===== config.mk =====
export PLATFORM = sky130hd
export DESIGN_NAME = acquisition_controller
export DESIGN_NICKNAME = d
export VERILOG_FILES = /design/src/rtl/acquisition_controller.sv
export SDC_FILE = /design/constraint.sdc
export NUM_CORES = 1
export LEC_CHECK = 0
export CORE_MARGIN = 2
export CORE_UTILIZATION = 25
export DETAILED_ROUTE_END_ITERATION = 10
export PLACE_DENSITY = 0.53
export SLEW_MARGIN = 20
export SYNTH_ARGS = -nofsm -noshare
export SYNTH_HDL_FRONTEND = slang
export SYNTH_SLANG_ARGS = --single-unit
export TNS_END_PERCENT = 30

===== constraint.sdc =====
create_clock -name clock -period 7.95 [get_ports clock]
set_input_delay 1.59 -clock clock [delete_from_list [all_inputs] [get_ports clock]]
set_output_delay 1.59 -clock clock [all_outputs]
set_load 0.05 [all_outputs]

===== src/rtl/acquisition_controller.sv =====
// acquisition_controller: sequences ping-pong sample capture (pre/post trigger counts,
// trigger latch strobe, bank swap once the display has released the locked frame).
module acquisition_controller #(
  parameter int LOG_SAMPLES = 12,
  parameter int TIMEOUT_WIDTH = 24,
  parameter logic [TIMEOUT_WIDTH-1:0] AUTO_TIMEOUT = 24'd1_000_000
) (
  input  logic                   clock,
  input  logic                   reset_n,
  input  logic                   sampleReady,
  input  logic                   triggerDetected,
  input  logic [1:0]             mode,
  input  logic                   arm,
  input  logic [LOG_SAMPLES-1:0] postTriggerSamples,
  input  logic                   displayDone,
  output logic                   activeBramSelect,
  output logic                   disableCollection,
  output logic                   isTrigger,
  output logic                   frameReady,
  output logic                   frameTriggered,
  output logic [2:0]             state
);
  typedef enum logic [2:0] {IDLE = 3'd0, FILL = 3'd1, ARMED = 3'd2, POST = 3'd3, DONE = 3'd4} state_t;
  localparam logic [1:0] M_AUTO = 2'd0, M_SINGLE = 2'd2, M_STOP = 2'd3;
  localparam logic [LOG_SAMPLES:0] FULL = {1'b1, {LOG_SAMPLES{1'b0}}};
  localparam logic [TIMEOUT_WIDTH-1:0] TIMEOUT_LAST = AUTO_TIMEOUT - 1'b1;
  state_t st;
  logic [LOG_SAMPLES:0] sample_count, count_inc, fill_target, post_ext;
  logic [LOG_SAMPLES-1:0] post_latched;
  logic [TIMEOUT_WIDTH-1:0] timeout;
  logic auto_fire, trig_src, display_busy, write, is_auto;
  assign state = st;
  assign disableCollection = (st == IDLE) | (st == DONE);
  assign write = sampleReady & ~disableCollection;
  assign is_auto = mode == M_AUTO;
  assign isTrigger = (st == ARMED) & write & (triggerDetected | (auto_fire & is_auto));
  assign count_inc = sample_count + 1'b1;
  assign post_ext = {1'b0, post_latched};
  assign fill_target = FULL - post_ext;
  always_ff @(posedge clock or negedge reset_n) begin
    if (!reset_n) begin
      st <= IDLE;
      activeBramSelect <= 1'b0;
      frameReady <= 1'b0;
      frameTriggered <= 1'b0;
      sample_count <= '0;
      post_latched <= '0;
      timeout <= '0;
      auto_fire <= 1'b0;
      trig_src <= 1'b0;
      display_busy <= 1'b0;
    end else begin
      frameReady <= 1'b0;
      if (displayDone) display_busy <= 1'b0;
      if (st != ARMED) begin
        timeout <= '0;
        auto_fire <= 1'b0;
      end
      if (mode == M_STOP) st <= IDLE;
      else case (st)
        IDLE: if (mode != M_SINGLE || arm) begin
          st <= FILL;
          post_latched <= postTriggerSamples;
          sample_count <= '0;
        end
        FILL: if (write) begin
          sample_count <= count_inc;
          if (count_inc == fill_target) st <= ARMED;
        end
        ARMED: begin
          if (is_auto) begin
            if (timeout == TIMEOUT_LAST) auto_fire <= 1'b1;
            else timeout <= timeout + 1'b1;
          end
          if (isTrigger) begin
            st <= POST;
            sample_count <= '0;
            trig_src <= triggerDetected;
          end
        end
        POST: if (sample_count == post_ext) st <= DONE;
        else if (write) begin
          sample_count <= count_inc;
          if (count_inc == post_ext) st <= DONE;
        end
        DONE: if (!display_busy || displayDone) begin
          activeBramSelect <= ~activeBramSelect;
          frameReady <= 1'b1;
          display_busy <= 1'b1;
          frameTriggered <= trig_src;
          if (mode == M_SINGLE) st <= IDLE;
          else begin
            st <= FILL;
            post_latched <= postTriggerSamples;
            sample_count <= '0;
          end
        end
        default: st <= IDLE;
      endcase
    end
  end
endmodule

==> flow_summary.ini, run 1 <==
[drt]
vias = 3252
wl_per_cell_um = 15.3
detail-route-antenna-nets = 0
first_pass_iters = 7
wirelength_um = 9630
drtIter0Drc = 270
drc = 0
avgViaCountPerCell = 5.18

[grt]
grt_pass1_vias = 3272
antenna_found_initial = 0
gr-total-overflow = 0
grt_pass1_wl_um = 16700
grt_start_max_net_pins = 59
gr-usage-all-layers = 0.127

[synthesis]
synth_top_family_by_area = simple AND/OR/NAND/NOR gates
async_flop_share = 1.00
synth-edff-count = 0
synth_top_area_share = 0.379
synth_area_leader_cell = dfrtp_1
synthMuxAreaShare = 0.0438
synthXorXnorAreaFrac = 0.124
synthFlopType = dfrtp_1
synth-adder-area-share = 0.00980
netlist_area_um2 = 3830
synth_seq_cells = 58
ys_top_cells_by_area = dfrtp_1, xnor2_1, nor2_1
syn-num-nets = 443
synth_cells = 420
yosysWarnings = 0
postSynthAreaPerCell_um2 = 9.12
synth_compound_area_frac = 0.148
yosys.area_share.simple = 0.253
netlist-cell-type-count = 61
seq_area_frac_synth = 0.379

[status]
status = complete, no violations

[clock_network]
cts_max_level = 3
cts_made_buffers = 9
clockBufferDepth = 2
clkSinkCount = 58
cts_tree = built
cts_setup_buffers = 0
postCtsResizedCells = 0
clock-root-buffer = clkbuf_16
holdBufCountCts = 0
clk_pin_slew_ns = 0.06
worstSkewPairLatency_ns = 0.34

[sta]
final-max-slew-violation-count = 0
skew_ns = 0.00622
hold_ws_ns = 0.476
tns_ns = 0
rsz0062_at_grt = no
slew_headroom = 0.373
worst_pin_slew_ns = 0.941
period_needed_ns = 5.38
hold_viol = 0
fmax_mhz = 186
postLayoutSetupSlackWorst_ns = 2.57
finalCritPeriodShare = 0.677
finalSetupViolations = 0

[critical_path]
cp_common_cell = clkdlybuf4s50_1
path_max_fanout = 8
slowest_stage = clkdlybuf4s50_1
reg2regPathDepth = 8
critPathLaunchType = primary input
arrival_ns = 3.79
critPathCaptureType = output port
r2r_slack_ns = 4.85
path_cells = clkdlybuf4s50_1 > nor2_1 > a21oi_1 > nor3b_1 > clkdlybuf4s50_1
setup.worst_path.start = mode[1]
r2r_start = sample_count[0]
critPathMaxStageDelay_ns = 0.87
cp_data_required_time_ns = 6.36
worstSetupPathType = in -> out

[placed_design]
io_buffers = 27
place_ws_ns = 2.59
dpl.hpwl_um = 7000
placed_area_um2 = 4230
place_congestion = 0.851

[pwr]
ir_worst_vdd_v = 0.000143
total_leakage_power_nw = 1.76
power_mw = 1.24
p_per_area_nw_per_um2 = 273

[min_path]
whs_path_depth = 2
hold_class = reg -> reg
min_from = trig_src

[cells_and_area]
drive_gt1_frac = 0.100
fin_area_um2 = 4530
insertedDiodeCount = 0
nets = 458
fillers = 1587
syn2layout_area_growth_pct = 18.2

[die]
die_area_um2 = 16300
io_pins = 28
fp.dieW_um = 128
start_util = 0.254
rows = 45
core_area_um2 = 15100
die_h_um = 128

[flow_run]
drv_cap = 0
[power by group]
group	leakage, nW	internal, mW	switching, mW
Clock	0.138	0.244	0.146
Sequential	0.779	0.337	0.0860
Combinational	0.845	0.197	0.229
[path summary, 6_finish.rpt]
path | endpoint
worst max register to register | state[0]
worst min-delay path | frameTriggered
max in group asynchronous | post_latched[3]
min in group asynchronous | timeout[17]
worst min register to register | frameTriggered
worst max-delay path | isTrigger
[layout by cell type, fill, tap and decap left out, types with 4 or more instances in the layout]
master,instances
a21oi_1,25
a31oi_1,4
and2_1,4
and3_1,10
and4_1,7
clkbuf_16,9
clkdlybuf4s50_1,26
dfrtp_1,58
inv_1,13
mux2_2,13
nand2_1,25
nand3_1,16
nand4_1,16
nor2_1,41
nor3_1,17
nor4_1,6
o2111ai_1,5
o21ai_0,24
o31ai_1,11
or3_1,10
xnor2_1,20
xnor3_1,6
xor2_1,17
[layer usage]
metal  up-vias  GRT usage  wire (µm)
met2        84      0.198       4280
met5         -          0          0
met4         0     0.0317        111
li1       1589          -          -
met3        11     0.0346        507
met1      1568      0.176       4730
[critical path: cells and delay by family]
family | cells | cell delay, ns
buffers and inverters | 2 | 1.40
AND/OR/NAND/NOR | 2 | 0.67
AO/OA/AOI/OAI | 1 | 0.13
[final cells by class]
cell class,count,area [µm²],area share
Clock buffer,9,225,0.0497
Multi-Input combinational cell,325,2220,0.490
Inverter,13,48.8,0.0108
Clock inverter,7,78.8,0.0174
Tap cell,188,235,0.0519
Timing Repair Buffer,28,273,0.0602
Sequential cell,58,1450,0.320
[metrics by stage]
stage / instances / util
floorplan: 420 / -
global placement: 612 / 0.280
detailed placement: 612 / 0.280
CTS: 628 / 0.300
global route: 628 / 0.300
finish: 628 / 0.300
[logic make-up after synthesis]
family          count (synthesis)
fa+ha+maj                       3
flops                          58
simple gates                  176
buf+inv                        37
xor+xnor                       44
mux                            15
compound gates                 87
[state kept, by name, summed over array words and instances, names as in the netlist]
name              count
timeout              24
sample_count         13
post_latched         12
state                 3
activeBramSelect      1
auto_fire             1
display_busy          1
frameReady            1
frameTriggered        1
trig_src              1
[synth_stat cells (2+ instances only)]
master / number
o31ai_1: 11
nor2_1: 41
xnor2_1: 20
buf_4: 2
or2_2: 3
o2111ai_1: 5
xor2_1: 17
nor2b_1: 3
and3_1: 10
dfrtp_1: 58
nand4_1: 16
nand2_1: 25
ha_1: 3
or3_1: 10
o41ai_1: 2
and4_1: 7
and2_1: 4
nor4_1: 6
nor3b_1: 3
xnor3_1: 6
a21oi_1: 25
inv_1: 13
nor4b_1: 2
mux2_2: 13
o21ai_0: 24
or2_1: 2
buf_2: 13
clkbuf_1: 9
nor3_1: 17
nand3_1: 16
a31oi_1: 4
(Power assumes the default switching activity.)
==> run 2: changes to the inputs <==
- clock period: 7.95 -> 5.3 ns (I/O delays scaled with it)
==> flow_summary.ini, run 2 (synthesis gave the netlist of run 1 again) <==
[critical_path]
worstSetupPathType = in -> out
critPathLaunchType = primary input
critPathCaptureType = output port
cp_data_required_time_ns = 4.24
r2r_end = state[0]
r2r_slack_ns = 2.24
r2r_start = sample_count[0]
path_max_fanout = 8
arrival_ns = 3.21
reg2regPathDepth = 8

[min_path]
hold_class = reg -> reg
whs_path_depth = 1
min_from = activeBramSelect
min_to = activeBramSelect

[sta]
postLayoutSetupSlackWorst_ns = 1.03
worst_pin_slew_ns = 1.03
skew_ns = 0.00569
fmax_mhz = 234
hold_viol = 0
rsz0062_at_grt = no
slew_headroom = 0.311
finalCritPeriodShare = 0.806
final-max-slew-violation-count = 0
tns_ns = 0
finalSetupViolations = 0
period_needed_ns = 4.27

[cells_and_area]
largest_reg_flops = 24
layout_common_cells = dfrtp_1, nor2_1, clkdlybuf4s50_1
largest-register = timeout
final_common_cell = dfrtp_1
drive_gt1_frac = 0.100
insertedDiodeCount = 0
fin_cells = 628
nets = 458
top_regs = timeout (24), sample_count (13), post_latched (12)
syn2layout_area_growth_pct = 17.9

[drt]
detail-route-antenna-nets = 0
drtIter0Drc = 244
drc = 0
first_pass_iters = 5
avgViaCountPerCell = 5.12
wl_per_cell_um = 15.9
vias = 3217
wirelength_um = 9980

[placed_design]
dp.cells = 612
place_ws_ns = 1.03
place_congestion = 0.869
io_buffers = 27
dpl.hpwl_um = 7150

[pwr]
clockPowerShare = 0.305
power_frac_seq = 0.346
swShare = 0.370
internal-power_mw = 1.15
ir_worst_vdd_v = 0.000188
power_mw = 1.83
comb_power_share = 0.349
total_leakage_power_nw = 1.76
p_switching_mw = 0.677
p_per_area_nw_per_um2 = 405

[grt]
grt_start_max_net_pins = 59
use_met3 = 0.0275
gr-total-overflow = 0
grt_pass1_wl_um = 17100
use_met2 = 0.200
gr-usage-all-layers = 0.132
antenna_found_initial = 0
gr-max-usage-layer = met2
grt_pass1_vias = 3177
grt_use_met1 = 0.189

[clock_network]
clockBufferDepth = 2
cts_setup_buffers = 0
cts_made_buffers = 9
clkSinkCount = 58
holdBufCountCts = 0
clk_pin_slew_ns = 0.05
cts_tree = built
clock-root-buffer = clkbuf_16
worstSkewPairLatency_ns = 0.33
cts_max_level = 3
postCtsResizedCells = 0

[die]
fp.dieW_um = 128
rows = 45
io_pins = 28
start_util = 0.254
die_area_um2 = 16300
die_h_um = 128
core_area_um2 = 15100

[flow_run]
drv_cap = 0

[status]
status = complete, no violations
-- run 2: changes by cell type in the layout (fill, tap and decap cells not counted), sizes merged --
| cell | change |
|---|---|
| inv | -1 |
| clkbuf | +3 |
| clkinvlp | -1 |
| bufinv | -1 |
-- run 2: metrics by stage --
stage	hold slack, ns	utilization	cell area, µm²
floorplan	0.433	-	3830
global placement	0.465	0.280	4230
detailed placement	0.466	0.280	4230
CTS	0.483	0.299	4520
global route	0.499	0.299	4520
finish	0.481	0.299	4520
-- run 2: power by group through the flow --
stage          sequential, mW  clock (mW)  combinational, mW
2_1_floorplan           0.594           0              0.509
3_3_place_gp            0.636           0              0.632
3_5_place_dp            0.640           0              0.639
4_1_cts                 0.632       0.570              0.643
5_1_grt                 0.648       0.597              0.704
6_report                0.633       0.559              0.638
-- run 2: worst max-delay path by stage --
| stage | slack, ns | depth (start not counted) | startpoint | to |
|---|---|---|---|---|
| detailed placement | 1.03 | 5 | mode[1] | isTrigger |
| floorplan | 1.58 | 3 | mode[1] | isTrigger |
| global placement | 1.04 | 5 | mode[1] | isTrigger |
| global route | 0.87 | 5 | mode[1] | isTrigger |
| finish | 1.03 | 5 | mode[1] | isTrigger |
| CTS | 1.02 | 5 | mode[1] | isTrigger |
-- run 2: cell type report --
type                            instances  area [µm²]
Clock inverter                          4        25.0
Sequential cell                        58        1450
Inverter                               13        48.8
Fill cell                            1589       10600
Multi-Input combinational cell        325        2220
Timing Repair Buffer                   28         273
Clock buffer                           12         267
Tap cell                              188         235
-- run 2: metal layers --
layer | vias up | share of wire
li1 | 1569 | -
met1 | 1549 | 0.49
met2 | 88 | 0.45
met3 | 11 | 0.052
met4 | 0 | 0.012
met5 | - | 0
-- run 2: critical path: stages --
cell             delay [ns]
clkdlybuf4s50_1        0.52
nor2_1                 0.38
a21oi_1                0.12
nor3b_1                0.26
clkdlybuf4s50_1        0.86
==> run 3: changes to the inputs <==
- clock period: 5.3 -> 4.4 ns (I/O delays scaled with it)
==> flow_summary.ini, run 3 (synthesis gave the netlist of run 1 again) <==
[drt]
avgViaCountPerCell = 5.26
wl_per_cell_um = 16.1
drc = 0
vias = 3311
detail-route-antenna-nets = 0
drtIter0Drc = 272
top_layer = met4
met3_length_um = 450
first_pass_iters = 5
drt-met1-wl_um = 4970
wirelength_um = 10100
wl_met2_um = 4590

[cells_and_area]
syn2layout_area_growth_pct = 19.4
fin_cells = 630
final_common_cell = dfrtp_1
fillers = 1577
layout_common_cells = dfrtp_1, nor2_1, clkdlybuf4s50_1
post-route-util = 0.303
fin_area_um2 = 4570
largest-register = timeout
drive_gt1_frac = 0.102
ff_latch_area_um2 = 1450
insertedDiodeCount = 0
nets = 460
multiInputGateArea_um2 = 2220
top_regs = timeout (24), sample_count (13), post_latched (12)
largest_reg_flops = 24

[min_path]
hold_class = reg -> reg
min_to = activeBramSelect
whs_path_depth = 1
min_from = activeBramSelect

[grt]
gr-total-overflow = 0
grt_pass1_wl_um = 16700
antenna_found_initial = 0
grt_start_max_net_pins = 42
gr-usage-all-layers = 0.129
grt_pass1_vias = 3170

[sta]
fmax_mhz = 271
worst_pin_slew_ns = 0.954
tns_ns = 0
finalSetupViolations = 0
finalCritPeriodShare = 0.839
hold_viol = 0
slew_headroom = 0.364
skew_ns = 0.00497
period_needed_ns = 3.69
final-max-slew-violation-count = 0
rsz0062_at_grt = no

[critical_path]
cp_common_cell = clkdlybuf4s50_1
critical-path-top-delay-family = buffers and inverters
r2r_start = sample_count[1]
path_cells = clkdlybuf4s50_1 > nor2_1 > a21oi_1 > nor3b_1 > clkdlybuf4s50_1
cp_data_required_time_ns = 3.52
crit_buf_inv = 2
critPathLaunchType = primary input
reg2regPathDepth = 8
r2r_slack_ns = 1.21
worstSetupPathType = in -> out
arrival_ns = 2.81
slowest_stage = clkdlybuf4s50_1
critPathMaxStageDelay_ns = 0.86
r2r_end = state[0]
critPathCaptureType = output port
path_max_fanout = 8

[clock_network]
clockBufferDepth = 2
cts_made_buffers = 9
clock-root-buffer = clkbuf_16
clkSinkCount = 58
worstSkewPairLatency_ns = 0.33
cts_tree = built
cts_max_level = 3
postCtsResizedCells = 0
cts_setup_buffers = 0
clk_pin_slew_ns = 0.05
holdBufCountCts = 0

[placed_design]
io_buffers = 27
place_congestion = 0.849
placed_area_um2 = 4240
dp.cells = 614
dpl.hpwl_um = 7200

[die]
fp.dieW_um = 128
rows = 45
start_util = 0.254
die_h_um = 128
die_area_um2 = 16300
io_pins = 28
core_area_um2 = 15100

[pwr]
total_leakage_power_nw = 1.80
p_per_area_nw_per_um2 = 512
ir_worst_vdd_v = 0.000215

[flow_run]
drv_cap = 0

[status]
status = complete, no violations
run 3: per-stage QoR:
step	total power [mW]	hold WS, ns	setup WS, ns
global route	2.47	0.493	0.633
floorplan	1.33	0.433	0.933
global placement	1.53	0.461	0.732
CTS	2.35	0.480	0.710
finish	2.34	0.472	0.710
detailed placement	1.54	0.462	0.741
run 3: power breakdown:
| group | switching (mW) | total (mW) | internal [mW] |
|---|---|---|---|
| clock network | 0.250 | 0.800 | 0.550 |
| registers | 0.160 | 0.768 | 0.608 |
| logic | 0.419 | 0.775 | 0.356 |
| total | 0.829 | 2.34 | 1.51 |
run 3: layout make-up:
cell class | instances | share of cell area
Clock buffer | 10 | 0.0501
Clock inverter | 6 | 0.0230
Inverter | 13 | 0.0107
Multi-Input combinational cell | 325 | 0.485
Sequential cell | 58 | 0.317
Tap cell | 188 | 0.0514
Timing Repair Buffer | 30 | 0.0629
run 3: metal layers:
metal,global-route usage,vias to the layer above
met2,0.199,108
met5,0,-
met1,0.182,1615
met4,0.0394,0
met3,0.0271,10
li1,-,1578
run 3: worst max path at each step:
stage | startpoint | to | slack (ns) | cells past startpoint
after floorplan | state[1] | isTrigger | 0.93 | 4
after global placement | mode[1] | isTrigger | 0.73 | 5
after detailed placement | mode[1] | isTrigger | 0.74 | 5
after CTS | mode[1] | isTrigger | 0.71 | 5
after global routing | mode[1] | isTrigger | 0.63 | 5
final | mode[1] | isTrigger | 0.71 | 5
